===== src/rtl/ps2_host_transmitter_pkg.sv =====
// Shared PS/2 host-transmit definitions: command codes, frame layout and the
// parity helper used when a byte is captured for transmission.
package ps2_host_transmitter_pkg;

  localparam logic [7:0]  PS2_CMD_SET_LEDS = 8'hED;
  localparam logic [7:0]  PS2_CMD_RESET    = 8'hFF;
  localparam logic [7:0]  PS2_CMD_ECHO     = 8'hEE;
  localparam int unsigned PS2_FRAME_LENGTH = 11;

  // Bits shifted out after the start bit: data LSB first, then parity.
  typedef struct packed {
    logic       parity;
    logic [7:0] data;
  } ps2_tx_frame_t;

  function automatic logic odd_parity(input logic [7:0] d);
    return ~^d;
  endfunction

endpackage


===== src/rtl/ps2_edge_watchdog.sv =====
// Loadable saturating down-counter; expired_c is high whenever the count is zero.
module ps2_edge_watchdog #(
  parameter int unsigned WIDTH = 21
) (
  input  logic             clk,
  input  logic             rst,
  input  logic             load,
  input  logic [WIDTH-1:0] load_value,
  output logic             expired_c
);

  logic [WIDTH-1:0] cnt;

  always_ff @(posedge clk or negedge rst) begin
    if (!rst) begin
      cnt <= '0;
    end else if (load) begin
      cnt <= load_value;
    end else if (cnt != '0) begin
      cnt <= cnt - WIDTH'(1);
    end
  end

  assign expired_c = (cnt == '0);

endmodule


===== src/rtl/ps2_host_transmitter.sv =====
// Host-to-device PS/2 command transmitter: inhibit, request-to-send, 8 data
// bits + odd parity + stop, then device ACK, all paced by the device clock.
module ps2_host_transmitter
  import ps2_host_transmitter_pkg::*;
#(
  parameter int unsigned INHIBIT_CYCLES = 10000,
  parameter int unsigned FIRST_TIMEOUT  = 1500000,
  parameter int unsigned BIT_TIMEOUT    = 200000
) (
  input  logic       clk,
  input  logic       rst,
  input  logic       start,
  input  logic [7:0] tx_data,
  input  logic       ps2_clk_in,
  input  logic       ps2_data_in,
  output logic       ps2_clk_oe,
  output logic       ps2_data_oe,
  output logic       busy,
  output logic       rx_inhibit,
  output logic       done,
  output logic       ack_err,
  output logic       timeout
);

  localparam int unsigned WD_W = $clog2(FIRST_TIMEOUT + 1);
  // Index of the parity bit within the shifted frame (start and stop excluded).
  localparam logic [3:0] LAST_BIT = 4'(PS2_FRAME_LENGTH - 3);

  localparam logic [2:0] S_IDLE    = 3'd0;
  localparam logic [2:0] S_INHIBIT = 3'd1;
  localparam logic [2:0] S_RTS     = 3'd2;
  localparam logic [2:0] S_WAIT1   = 3'd3;
  localparam logic [2:0] S_SEND    = 3'd4;
  localparam logic [2:0] S_ACK     = 3'd5;
  localparam logic [2:0] S_RELEASE = 3'd6;
  localparam logic [2:0] S_FINISH  = 3'd7;

  logic [2:0]    state, state_nxt;
  ps2_tx_frame_t sh, sh_nxt;
  logic [3:0]    bit_cnt, bit_cnt_nxt;
  logic [3:0]    bit_inc_c;
  logic          clk_oe_nxt, data_oe_nxt, busy_nxt, rx_inhibit_nxt;
  logic          done_nxt, ack_err_nxt, timeout_nxt;

  logic          clk_meta, clk_sync, clk_prev;
  logic          data_meta, data_sync;
  logic          fall_c;

  logic            wd_load_c;
  logic [WD_W-1:0] wd_value_c;
  logic            wd_expired_c;

  // Pin synchronisers; idle (released) lines read high so reset raises no edge.
  always_ff @(posedge clk or negedge rst) begin
    if (!rst) begin
      clk_meta  <= 1'b1;
      clk_sync  <= 1'b1;
      clk_prev  <= 1'b1;
      data_meta <= 1'b1;
      data_sync <= 1'b1;
    end else begin
      clk_meta  <= ps2_clk_in;
      clk_sync  <= clk_meta;
      clk_prev  <= clk_sync;
      data_meta <= ps2_data_in;
      data_sync <= data_meta;
    end
  end

  assign fall_c    = clk_prev & ~clk_sync;
  assign bit_inc_c = bit_cnt + 4'd1;

  ps2_edge_watchdog #(
    .WIDTH (WD_W)
  ) u_watchdog (
    .clk        (clk),
    .rst        (rst),
    .load       (wd_load_c),
    .load_value (wd_value_c),
    .expired_c  (wd_expired_c)
  );

  // Next state and next registered outputs; outputs always reflect the state entered.
  always_comb begin
    state_nxt   = state;
    sh_nxt      = sh;
    bit_cnt_nxt = bit_cnt;
    clk_oe_nxt  = 1'b0;
    data_oe_nxt = 1'b0;
    busy_nxt    = busy;
    done_nxt    = 1'b0;
    ack_err_nxt = ack_err;
    timeout_nxt = timeout;
    wd_load_c   = 1'b0;
    wd_value_c  = WD_W'(BIT_TIMEOUT);

    case (state)
      S_IDLE: begin
        wd_load_c  = 1'b1;
        wd_value_c = WD_W'(INHIBIT_CYCLES);
        if (start) begin
          sh_nxt      = '{parity: odd_parity(tx_data), data: tx_data};
          ack_err_nxt = 1'b0;
          timeout_nxt = 1'b0;
          busy_nxt    = 1'b1;
          clk_oe_nxt  = 1'b1;
          state_nxt   = S_INHIBIT;
        end
      end
      S_INHIBIT: begin
        clk_oe_nxt = 1'b1;
        if (wd_expired_c) begin
          data_oe_nxt = 1'b1;
          state_nxt   = S_RTS;
        end
      end
      S_RTS: begin
        wd_load_c   = 1'b1;
        wd_value_c  = WD_W'(FIRST_TIMEOUT);
        data_oe_nxt = 1'b1;
        state_nxt   = S_WAIT1;
      end
      S_WAIT1: begin
        data_oe_nxt = 1'b1;
        if (fall_c) begin
          wd_load_c   = 1'b1;
          bit_cnt_nxt = 4'd0;
          data_oe_nxt = ~sh[0];
          state_nxt   = S_SEND;
        end else if (wd_expired_c) begin
          data_oe_nxt = 1'b0;
          timeout_nxt = 1'b1;
          done_nxt    = 1'b1;
          busy_nxt    = 1'b0;
          state_nxt   = S_FINISH;
        end
      end
      S_SEND: begin
        data_oe_nxt = ~sh[bit_cnt];
        if (fall_c) begin
          wd_load_c = 1'b1;
          if (bit_cnt == LAST_BIT) begin
            data_oe_nxt = 1'b0;
            state_nxt   = S_ACK;
          end else begin
            bit_cnt_nxt = bit_inc_c;
            data_oe_nxt = ~sh[bit_inc_c];
          end
        end else if (wd_expired_c) begin
          data_oe_nxt = 1'b0;
          timeout_nxt = 1'b1;
          done_nxt    = 1'b1;
          busy_nxt    = 1'b0;
          state_nxt   = S_FINISH;
        end
      end
      S_ACK: begin
        if (fall_c) begin
          wd_load_c   = 1'b1;
          ack_err_nxt = data_sync;
          state_nxt   = S_RELEASE;
        end else if (wd_expired_c) begin
          timeout_nxt = 1'b1;
          done_nxt    = 1'b1;
          busy_nxt    = 1'b0;
          state_nxt   = S_FINISH;
        end
      end
      S_RELEASE: begin
        if (clk_sync && data_sync) begin
          done_nxt  = 1'b1;
          busy_nxt  = 1'b0;
          state_nxt = S_FINISH;
        end else if (fall_c) begin
          wd_load_c = 1'b1;
        end else if (wd_expired_c) begin
          timeout_nxt = 1'b1;
          done_nxt    = 1'b1;
          busy_nxt    = 1'b0;
          state_nxt   = S_FINISH;
        end
      end
      S_FINISH: begin
        busy_nxt  = 1'b0;
        state_nxt = S_IDLE;
      end
      default: begin
        busy_nxt  = 1'b0;
        state_nxt = S_IDLE;
      end
    endcase

    rx_inhibit_nxt = busy_nxt;
  end

  always_ff @(posedge clk or negedge rst) begin
    if (!rst) begin
      state       <= S_IDLE;
      sh          <= '0;
      bit_cnt     <= 4'd0;
      ps2_clk_oe  <= 1'b0;
      ps2_data_oe <= 1'b0;
      busy        <= 1'b0;
      rx_inhibit  <= 1'b0;
      done        <= 1'b0;
      ack_err     <= 1'b0;
      timeout     <= 1'b0;
    end else begin
      state       <= state_nxt;
      sh          <= sh_nxt;
      bit_cnt     <= bit_cnt_nxt;
      ps2_clk_oe  <= clk_oe_nxt;
      ps2_data_oe <= data_oe_nxt;
      busy        <= busy_nxt;
      rx_inhibit  <= rx_inhibit_nxt;
      done        <= done_nxt;
      ack_err     <= ack_err_nxt;
      timeout     <= timeout_nxt;
    end
  end

endmodule

===== config.mk =====
export PLATFORM = sky130hd
export DESIGN_NAME = ps2_host_transmitter
export DESIGN_NICKNAME = d
export VERILOG_FILES = /design/src/rtl/ps2_host_transmitter_pkg.sv /design/src/rtl/ps2_edge_watchdog.sv /design/src/rtl/ps2_host_transmitter.sv
export SDC_FILE = /design/constraint.sdc
export NUM_CORES = 1
export LEC_CHECK = 0
export ABC_AREA = 1
export BUFFER_PORTS_ARGS = -buffer_cell sky130_fd_sc_hd__buf_2
export CORE_UTILIZATION = 52
export DETAILED_ROUTE_END_ITERATION = 12
export HOLD_SLACK_MARGIN = 0.12
export PLACE_DENSITY = 0.7
export SYNTH_ARGS = -nofsm -noshare
export SYNTH_HDL_FRONTEND = slang
export SYNTH_SLANG_ARGS = --single-unit

===== constraint.sdc =====
create_clock -name clk -period 1.85 [get_ports clk]
set_input_delay 0 -clock clk [delete_from_list [all_inputs] [get_ports clk]]
set_output_delay 0 -clock clk [all_outputs]
set_load 0.03 [all_outputs]

==> impl_metrics.json <==
{
  "status": "finished, final reports clean",
  "syn2layout_area_growth_pct": 15.96,
  "drc_errors": 0,
  "numCtsBuffers": 5,
  "hold_violations": 0,
  "die_x_um": 77.10,
  "clockBufferDepth": 2,
  "cts.sinks": 48,
  "max_freq_mhz": 571.4,
  "p_leak_nw": 1.770,
  "slew-limit-headroom": 0.6236,
  "maxSlewViolCount": 0,
  "setup_viol": 0,
  "grt_pass1_wl_um": 11790,
  "grt_max_degree": 27,
  "final_area_um2": 3401,
  "ys_async_sr_fraction": 1.000,
  "htreeDepth": 2,
  "first_iter_violations": 222,
  "ios": 20,
  "worstSkewPairLatency_ns": 0.30,
  "vias_per_cell": 5.129,
  "ir_worst_vdd_uv": 838.1,
  "ant_nets": 0,
  "clkTransAtPathRegs_ns": 0.09,
  "synth_edf_count": 0,
  "worst_slew_pin_slew_ns": 0.5646,
  "ys_seq_elements": 48,
  "use_met3": 0.03333,
  "grt_pass1_vias": 2648,
  "antenna_found_initial": 0,
  "grtUsageMet2": 0.4393,
  "start_util": 0.5565,
  "fillCellCount": 496,
  "rsz0062_at_grt": "no",
  "critPathCaptureType": "register",
  "grt-busiest-layer": "met2",
  "dieArea_um2": 5944,
  "period_minus_slack_ns": 1.750,
  "synth_area_um2": 2933,
  "fin_skew_ns": 0.004681,
  "critPathBufInv": 1,
  "setup_ws_ns": 0.1000,
  "final_common_cell": "nand2_1",
  "ff2ff_path_depth": 10,
  "final_layout_size_suffix_gt1_frac": 0.1572,
  "met1_usage": 0.3234,
  "nNetsFinal": 473,
  "wl_per_cell_um": 12.72,
  "yosys.cell_types.count": 31,
  "regArea_um2": 1209,
  "grt-ovfl-total": 0,
  "critPathSlowestCell": "dfrtp_1",
  "cp_max_fo": 7,
  "hold_ws_ns": 0.2215,
  "yosysSeqAreaShare": 0.4117,
  "synth_area_leaders": "dfrtp_1 37%, nand2_1 14%, nor2_1 8.4%",
  "crit_top_cell": "nand2_1",
  "synth_top_area_cell": "dfrtp_1",
  "stdcell_count": 528,
  "synth_top_area_share": 0.3669,
  "avgSynthCellArea_um2": 7.084,
  "critPathMaxStageDelay_ns": 0.48,
  "dp_slack_ns": 0.1297,
  "ff2ff_setup_slack_ns": 0.10,
  "p_per_area_nw_per_um2": 1527,
  "die_y_um": 77.10,
  "timing.rr.start": "bit_cnt[1]",
  "final_cell_mix": "112 x nand2_1, 65 x nor2_1, 46 x inv_1, 42 x dfrtp_1, 37 x nand3_1",
  "hpwl_um": 5071,
  "required_ns": 2.05,
  "port_buffers": 19,
  "post_dp_cell_area_um2": 3179,
  "crit_family": "simple AND/OR/NAND/NOR gates",
  "routed_wl_um": 6717,
  "cp.arrival_ns": 1.95,
  "rr_endpoint": "ps2_data_oe",
  "hold_class": "input pin to async pin",
  "core_area_um2": 5270,
  "gp_congestion": 0.8948,
  "vias": 2708,
  "synthFlopType": "dfrtp_1",
  "rows": 26,
  "syn_inst": 414,
  "multiInputGateArea_um2": 1488,
  "tritoncts": "done",
  "yosys_warnings": 0,
  "root_buffer": "clkbuf_8",
  "drt_pass1_iterations": 4,
  "n_antenna_cell": 0,
  "fin_tns_setup_ns": 0,
  "syn_nets": 430,
  "crit_chain": "inv_1, ha_1, nor3_1, nand2_1, nor2_1, nor2_1, nand2_1, nand2_1, nand2_1, nand2_1",
  "fin_crit_sh": 0.9459,
  "maxCapViolations": 0,
  "critPathLaunchType": "register",
  "dpl.cell_count": 508,
  "track_usage": 0.2514,
  "crit_type": "register to register"
}
-- cell families after synthesis --
logic type	count (synthesis)	share of synthesized area
xor+xnor	18	0.05375
buf+inv	62	0.08362
compound gates	40	0.07680
simple gates	243	0.3613
fa+ha+maj	3	0.01280
flops	48	0.4117
-- per-layer routing --
layer	vias up	part of all wire	wire (µm)
met4	0	0.0079	53
met2	51	0.49	3316
li1	1381	-	-
met3	6	0.031	209
met1	1270	0.47	3138
met5	-	0	0
-- synthesized netlist by cell type (5+ instances only) --
cell	number
xnor2_1	10
nand4_1	5
inv_2	9
inv_1	46
nor2_1	66
dfrtp_1	43
o21ai_0	10
nand3_1	38
dfstp_2	5
a21oi_1	19
xor2_1	8
nand2_1	112
-- worst reg2reg max path: stages (launching register included) --
cell,delay [ns]
dfrtp_1,0.48
inv_1,0.13
ha_1,0.35
nor3_1,0.24
nand2_1,0.09
nor2_1,0.11
nor2_1,0.05
nand2_1,0.06
nand2_1,0.05
nand2_1,0.05
nand2_1,0.04
-- per-stage QoR --
| step | power [mW] | utilization |
|---|---|---|
| 6_report | 5.194 | 0.6453 |
| 5_1_grt | 5.684 | 0.6453 |
| 4_1_cts | 5.182 | 0.6436 |
| 3_5_place_dp | 4.490 | 0.6033 |
| 3_3_place_gp | 4.441 | 0.6033 |
| 2_1_floorplan | 3.783 | - |
-- what timing repair did --
action | 4_1_cts | 5_1_grt
buffers inserted | 0 | 0
endpoints found under the hold margin | 59 | 0
hold buffers | 12 | 0
setup endpoints to repair | 0 | 13
resized for setup | 0 | 3
-- state kept, by name (all words and copies together) (netlist names), 3 cells and up --
name / flops
state: 3
sh: 9
bit_cnt: 4
u_watchdog.cnt: 21
-- where the power goes --
part | internal, mW | total (mW) | switching (mW)
Sequential | 1.43 | 1.73 | 0.305
Clock | 0.299 | 0.648 | 0.349
Combinational | 0.997 | 2.81 | 1.82
-- area by class of cell --
cell class,count,area share
Clock buffer,6,0.02428
Clock inverter,2,0.002943
Inverter,55,0.06071
Multi-Input combinational cell,304,0.4375
Sequential cell,48,0.3554
Tap cell,70,0.02575
Timing Repair Buffer,43,0.09345
-- worst max path at each step --
| stage | startpoint | endpoint | slack (ns) | depth (start not counted) |
|---|---|---|---|---|
| 2_1_floorplan | u_watchdog.cnt[0] | u_watchdog.cnt[12] | 0.22 | 8 |
| 3_3_place_gp | bit_cnt[0] | ps2_data_oe | 0.16 | 10 |
| 3_5_place_dp | u_watchdog.cnt[0] | u_watchdog.cnt[20] | 0.13 | 9 |
| 4_1_cts | bit_cnt[0] | ps2_data_oe | 0.07 | 10 |
| 5_1_grt | u_watchdog.cnt[0] | ps2_data_oe | 0.002 | 11 |
| 6_report | bit_cnt[1] | ps2_data_oe | 0.10 | 10 |
No activity file was read; power rests on OpenSTA's default activity.
